==> src/rtl/gpio_pad_bank_pkg.sv <==
// Drive-mode encodings and pad tristate polarity shared by the GPIO pad bank.
// Pure declarations: no latency, no backpressure.
package gpio_pad_pkg;

  typedef enum logic [1:0] {
    DRV_IN = 2'd0,
    DRV_PP = 2'd1,
    DRV_OD = 2'd2
  } drv_mode_e;

  // IOBUF T level that releases the pad (high-Z)
  localparam logic PAD_T_RELEASED = 1'b1;

  function automatic drv_mode_e drv_mode(input logic dir, input logic od);
    if (!dir) begin
      return DRV_IN;
    end else if (od) begin
      return DRV_OD;
    end else begin
      return DRV_PP;
    end
  endfunction

endpackage

==> src/rtl/gpio_pad_bank_debounce.sv <==
// One pin: 2-FF synchroniser, optional debounce (GPIO_PAD_BANK_DEBOUNCE_EN), edge detect.
// Latency pad->in_lvl: 3 edges, or 2+DEBOUNCE_CYCLES with debounce; no backpressure.
module gpio_pad_debounce #(
  parameter logic RESET_VAL = 1'b1
`ifdef GPIO_PAD_BANK_DEBOUNCE_EN
  , parameter int DEBOUNCE_CYCLES = 16
`endif
) (
  input  logic clk,
  input  logic rst_n,
  input  logic pad,
  output logic in_lvl,
  output logic rise,
  output logic fall
);

  logic sync1;
  logic sync2;

  always_ff @(posedge clk) begin
    if (!rst_n) begin
      sync1 <= RESET_VAL;
      sync2 <= RESET_VAL;
    end else begin
      sync1 <= pad;
      sync2 <= sync1;
    end
  end

`ifdef GPIO_PAD_BANK_DEBOUNCE_EN
  localparam int CNT_W = $clog2(DEBOUNCE_CYCLES);

  logic [CNT_W-1:0] cnt;

  // A new level is accepted only after DEBOUNCE_CYCLES consecutive mismatching samples
  always_ff @(posedge clk) begin
    if (!rst_n) begin
      cnt    <= '0;
      in_lvl <= RESET_VAL;
      rise   <= 1'b0;
      fall   <= 1'b0;
    end else begin
      rise <= 1'b0;
      fall <= 1'b0;
      if (sync2 == in_lvl) begin
        cnt <= '0;
      end else if (cnt == CNT_W'(DEBOUNCE_CYCLES - 1)) begin
        cnt    <= '0;
        in_lvl <= sync2;
        rise   <= sync2;
        fall   <= ~sync2;
      end else begin
        cnt <= cnt + CNT_W'(1);
      end
    end
  end
`else
  always_ff @(posedge clk) begin
    if (!rst_n) begin
      in_lvl <= RESET_VAL;
      rise   <= 1'b0;
      fall   <= 1'b0;
    end else begin
      in_lvl <= sync2;
      rise   <= sync2 & ~in_lvl;
      fall   <= ~sync2 & in_lvl;
    end
  end
`endif

endmodule

==> src/rtl/gpio_pad_bank.sv <==
// N-pin pad controller: input/push-pull/open-drain drive, synchronised inputs, edge IRQs (debounce: GPIO_PAD_BANK_DEBOUNCE_EN).
// Drive 1 edge after config; pending 1 edge after edge pulse, o_irq 1 more; no backpressure.
module gpio_pad_bank
  import gpio_pad_pkg::*;
#(
  parameter int              N_PINS       = 8,
  parameter logic [N_PINS-1:0] IN_RESET_VAL = '1
`ifdef GPIO_PAD_BANK_DEBOUNCE_EN
  , parameter int            DEBOUNCE_CYCLES = 16
`endif
) (
  input  logic              i_system_clk,
  input  logic              i_system_rst,
  input  logic [N_PINS-1:0] i_dir,
  input  logic [N_PINS-1:0] i_od,
  input  logic [N_PINS-1:0] i_out,
  output logic [N_PINS-1:0] o_pad_o,
  output logic [N_PINS-1:0] o_pad_t,
  input  logic [N_PINS-1:0] i_pad,
  output logic [N_PINS-1:0] o_in,
  output logic [N_PINS-1:0] o_rise,
  output logic [N_PINS-1:0] o_fall,
  input  logic [N_PINS-1:0] i_irq_rise_en,
  input  logic [N_PINS-1:0] i_irq_fall_en,
  input  logic [N_PINS-1:0] i_irq_clr,
  output logic [N_PINS-1:0] o_irq_pending,
  output logic              o_irq
);

  logic [N_PINS-1:0] pad_o_d;
  logic [N_PINS-1:0] pad_t_d;
  logic [N_PINS-1:0] irq_set;

  always_comb begin
    pad_o_d = '0;
    pad_t_d = {N_PINS{PAD_T_RELEASED}};
    for (int i = 0; i < N_PINS; i++) begin
      case (drv_mode(i_dir[i], i_od[i]))
        DRV_PP: begin
          pad_t_d[i] = ~PAD_T_RELEASED;
          pad_o_d[i] = i_out[i];
        end
        // Open-drain only ever drives low: out=1 releases the pad to the pull-up
        DRV_OD:  pad_t_d[i] = i_out[i];
        default: ;
      endcase
    end
  end

  always_ff @(posedge i_system_clk) begin
    if (!i_system_rst) begin
      o_pad_o <= '0;
      o_pad_t <= {N_PINS{PAD_T_RELEASED}};
    end else begin
      o_pad_o <= pad_o_d;
      o_pad_t <= pad_t_d;
    end
  end

  for (genvar g = 0; g < N_PINS; g++) begin : g_pin
    gpio_pad_debounce #(
      .RESET_VAL(IN_RESET_VAL[g])
`ifdef GPIO_PAD_BANK_DEBOUNCE_EN
      , .DEBOUNCE_CYCLES(DEBOUNCE_CYCLES)
`endif
    ) u_pin (
      .clk   (i_system_clk),
      .rst_n (i_system_rst),
      .pad   (i_pad[g]),
      .in_lvl(o_in[g]),
      .rise  (o_rise[g]),
      .fall  (o_fall[g])
    );
  end

  assign irq_set = (o_rise & i_irq_rise_en) | (o_fall & i_irq_fall_en);

  // Set has priority so an edge arriving with a clear is never lost
  always_ff @(posedge i_system_clk) begin
    if (!i_system_rst) begin
      o_irq_pending <= '0;
      o_irq         <= 1'b0;
    end else begin
      o_irq_pending <= (o_irq_pending & ~i_irq_clr) | irq_set;
      o_irq         <= |o_irq_pending;
    end
  end

endmodule

==> config.mk <==
export PLATFORM = sky130hd
export DESIGN_NAME = gpio_pad_bank
export DESIGN_NICKNAME = d
export VERILOG_FILES = /design/src/rtl/gpio_pad_bank_pkg.sv /design/src/rtl/gpio_pad_bank_debounce.sv /design/src/rtl/gpio_pad_bank.sv
export SDC_FILE = /design/constraint.sdc
export NUM_CORES = 1
export LEC_CHECK = 0
export CORE_MARGIN = 5
export CORE_UTILIZATION = 38
export CTS_BUF_LIST = sky130_fd_sc_hd__clkbuf_16
export DETAILED_ROUTE_END_ITERATION = 16
export PLACE_DENSITY = 0.86
export SYNTH_ARGS = -nofsm -noshare
export SYNTH_HDL_FRONTEND = slang
export SYNTH_HIERARCHICAL = 1
export SYNTH_SLANG_ARGS = --single-unit
==> constraint.sdc <==
create_clock -name i_system_clk -period 1.1 [get_ports i_system_clk]
set_clock_uncertainty 0.15 [all_clocks]
set_input_delay 0.22 -clock i_system_clk [delete_from_list [all_inputs] [get_ports i_system_clk]]
set_output_delay 0.22 -clock i_system_clk [all_outputs]
set_load 0.01 [all_outputs]
==> run_results.csv, run 1 <==
group,metric,value,unit
global_route,antenna_found_initial,0,
synth,ys_warn_count,6,
sta,rsz0062_at_grt,"yes",
global_route,grt_use_total,16.40,%
global_route,grt_overflow_total,0,
synth,synth_area_leaders,"dfxtp_1, nand2b_1, and3b_1",
setup_path,critical-path-top-delay-family,"flip-flops",
clock_tree,clkTransAtPathRegs,0.05,ns
setup_path,criticalPathCategory,"reg -> out",
clock_tree,clockBufferDepth,2,
routing,drt-vias-per-instance,4.444,
synth,yosys-top-cells-count,"dfxtp_1, nand2b_1, and3b_1",
synth,synth.most_common_cell,"dfxtp_1",
synth,synth_area,0.001991,mm²
routing,drc_errors,0,
die,start_util,38.98,%
setup_path,worstSetupEndpointType,"output port",
die,io_pins,107,
die,die_h,82.38,µm
routing,drt_iter0_markers,34,
synth,synth.largest_area_cell,"dfxtp_1",
synth,synth_edf_count,0,
sta,hold_violations,0,
worst_hold_path,min_path_type,"in -> reg",
clock_tree,clockRootBuffer,"clkbuf_16",
clock_tree,tritoncts,"yes",
synth,async_flop_share,0,%
outcome,status,"finished with violations",
sta,drv_slew,0,
synth,syn_nets,216,
synth,syn_inst,158,
sta,finalSetupViolCount,40,
power_and_ir_drop,power_frac_comb,8.9,%
die,die_width,82.38,µm
power_and_ir_drop,power.density,1566,mW/mm²
final_layout,synthToLayoutAreaGrowth,86.24,%
sta,setup_slack,-0.04011,ns
global_route,grt_first_pass_wirelength,8086,µm
setup_path,startpoint_type,"flop",
synth,yosysTopAreaCellShare,65.37,%
die,rows,26,
final_layout,drive_gt1_share,47.02,%
setup_path,worstPathCellList,"buf_6",
sta,period_minus_slack,1.140,ns
place,place.gp.congestion,0.7534,
setup_path,rrSetupSlack,0.02,ns
power_and_ir_drop,p_int,4.737,mW
die,die_area,0.006786,mm²
power_and_ir_drop,design_power_total,5.805,mW
global_route,grt_pass1_vias,1721,
setup_path,slowest_stage,"dfxtp_2",
routing,vias,1653,
power_and_ir_drop,power_leakage,1.629,nW
power_and_ir_drop,seq_power_share,42.8,%
setup_path,cp.required,0.73,ns
final_layout,diodes,0,
place,dp_worst_setup_slack,-0.1854,ns
routing,antenna_left,0,
sta,max_freq,877.1,MHz
power_and_ir_drop,clkPwrFrac,48.3,%
routing,drt-pass1-iter-count,4,
setup_path,critPathMaxStageDelay,0.35,ns
setup_path,crit_arrival,0.77,ns
power_and_ir_drop,power.share.switching,18.41,%
clock_tree,clk_latency,0.31,ns
clock_tree,clock_sink_count,65,
synth,yosysSeqAreaShare,65.37,%
sta,fin_crit_sh,103.6,%
clock_tree,h-tree-depth,3,
sta,tightest_slew,0.2361,ns
power_and_ir_drop,ir_drop,0.001060,V
place,io_buffer_count,106,
synth,ys_ff_latch,65,
synth,ys.flop_type,"dfxtp_1",
sta,tns,-0.5439,ns
routing,drt_wl_total,5495,µm
sta,slew_headroom,84.26,%
die,fp.coreArea,0.005107,mm²
synth,avgSynthCellArea,12.60,µm²
outcome,violations,"setup timing",
synth,netlist-cell-type-count,12,
clock_tree,cts_buffers,9,
final_layout,nets,357,
routing,routedWlPerCell,14.77,µm
job,maxCapViolations,0,
setup_path,path_buf_inv,1,
power_and_ir_drop,power.switching,1.068,mW
setup_path,critPathMaxFanout,2,
place,place_hpwl,4012,µm
global_route,grt_max_degree,34,
layer usage:
layer  wire [µm]  track usage (%)
met1        2013            15.95
met5           0                0
met3         331            4.555
met4          56            7.641
met2        3094            31.49
power groups by stage:
stage	registers (mW)	clock network, mW	logic [mW]
6_report	2.49	2.80	0.515
5_1_grt	2.49	2.97	0.553
4_1_cts	2.48	2.89	0.512
3_5_place_dp	2.52	0	0.505
3_3_place_gp	2.51	0	0.493
2_1_floorplan	2.54	0	0.0970
per-stage QoR:
stage	utilization (%)	cell area (µm²)	std cells	hold slack (ns)
after floorplan	-	1991	158	0.1418
after global placement	64.21	3279	351	0.2384
after detailed placement	64.21	3279	351	0.2421
after CTS	71.85	3670	369	0.1458
after global routing	72.59	3707	372	0.1622
final	72.59	3707	372	0.1523
timing repair:
item | in CTS | in global routing
resized for setup | 274 | 4
pin swaps | 1 | 0
hold buffers | 0 | 0
hold endpoints to repair | 0 | 0
setup endpoints to repair | 50 | 50
buffers inserted | 4 | 3
flip-flops by register name (all words and copies together), names as in the netlist:
signal              cells
o_irq_pending           8
o_irq                   1
g_pin.u_pin/in_lvl      8
o_pad_t                 8
g_pin.u_pin/rise        8
o_pad_o                 8
g_pin.u_pin/sync2       8
g_pin.u_pin/fall        8
g_pin.u_pin/sync1       8
kinds of logic after synthesis:
logic type / after synthesis / synth area share (%)
DFF: 65 / 65.37
buffers and inverters: 2 / 1.131
and+or+nand+nor: 74 / 25.58
AOI/OAI and AO/OA: 17 / 7.920
placed cells by master, fill, tap and decap left out, types with 9 or more instances in the layout:
master,synthesis,routed
and3b_1,16,16
buf_4,0,24
buf_2,0,11
dfxtp_2,0,39
dfxtp_1,65,26
clkbuf_16,0,9
nand2b_1,32,32
clkdlybuf4s50_1,0,56
buf_6,2,39
path summary, 6_finish.rpt:
path,to,from,depth (start not counted)
worst min-delay path,g_pin[4].u_pin/in_lvl$_SDFF_PN1_,i_system_rst,3
worst max-delay path,o_irq_pending[1],o_irq_pending[1]$_SDFF_PN0_,1
worst min register to register,g_pin[1].u_pin/sync2$_SDFF_PN1_,g_pin[1].u_pin/sync1$_SDFF_PN1_,1
worst max register to register,o_irq$_SDFF_PN0_,o_irq_pending[3]$_SDFF_PN0_,3
worst reg2reg max path, stage by stage (launching register included):
cell and delay [ns]:
dfxtp_2 0.32, buf_4 0.14, nor4_4 0.26, a21boi_1 0.09
layout make-up:
class	instances	area, µm²
fillers	369	1400
flip-flops and latches	65	1350
repair buffers	132	1275
multi-input cells	91	696.9
clock buffers	9	225.2
well taps	70	87.58
clock inverters	5	72.57
No activity file was read; power rests on OpenSTA's default activity.
==> inputs of run 2 (changes only) <==
- SLEW_MARGIN: unset -> 20
==> results of run 2 <==
Final layout, timing and power as in run 1 (identical DEF).
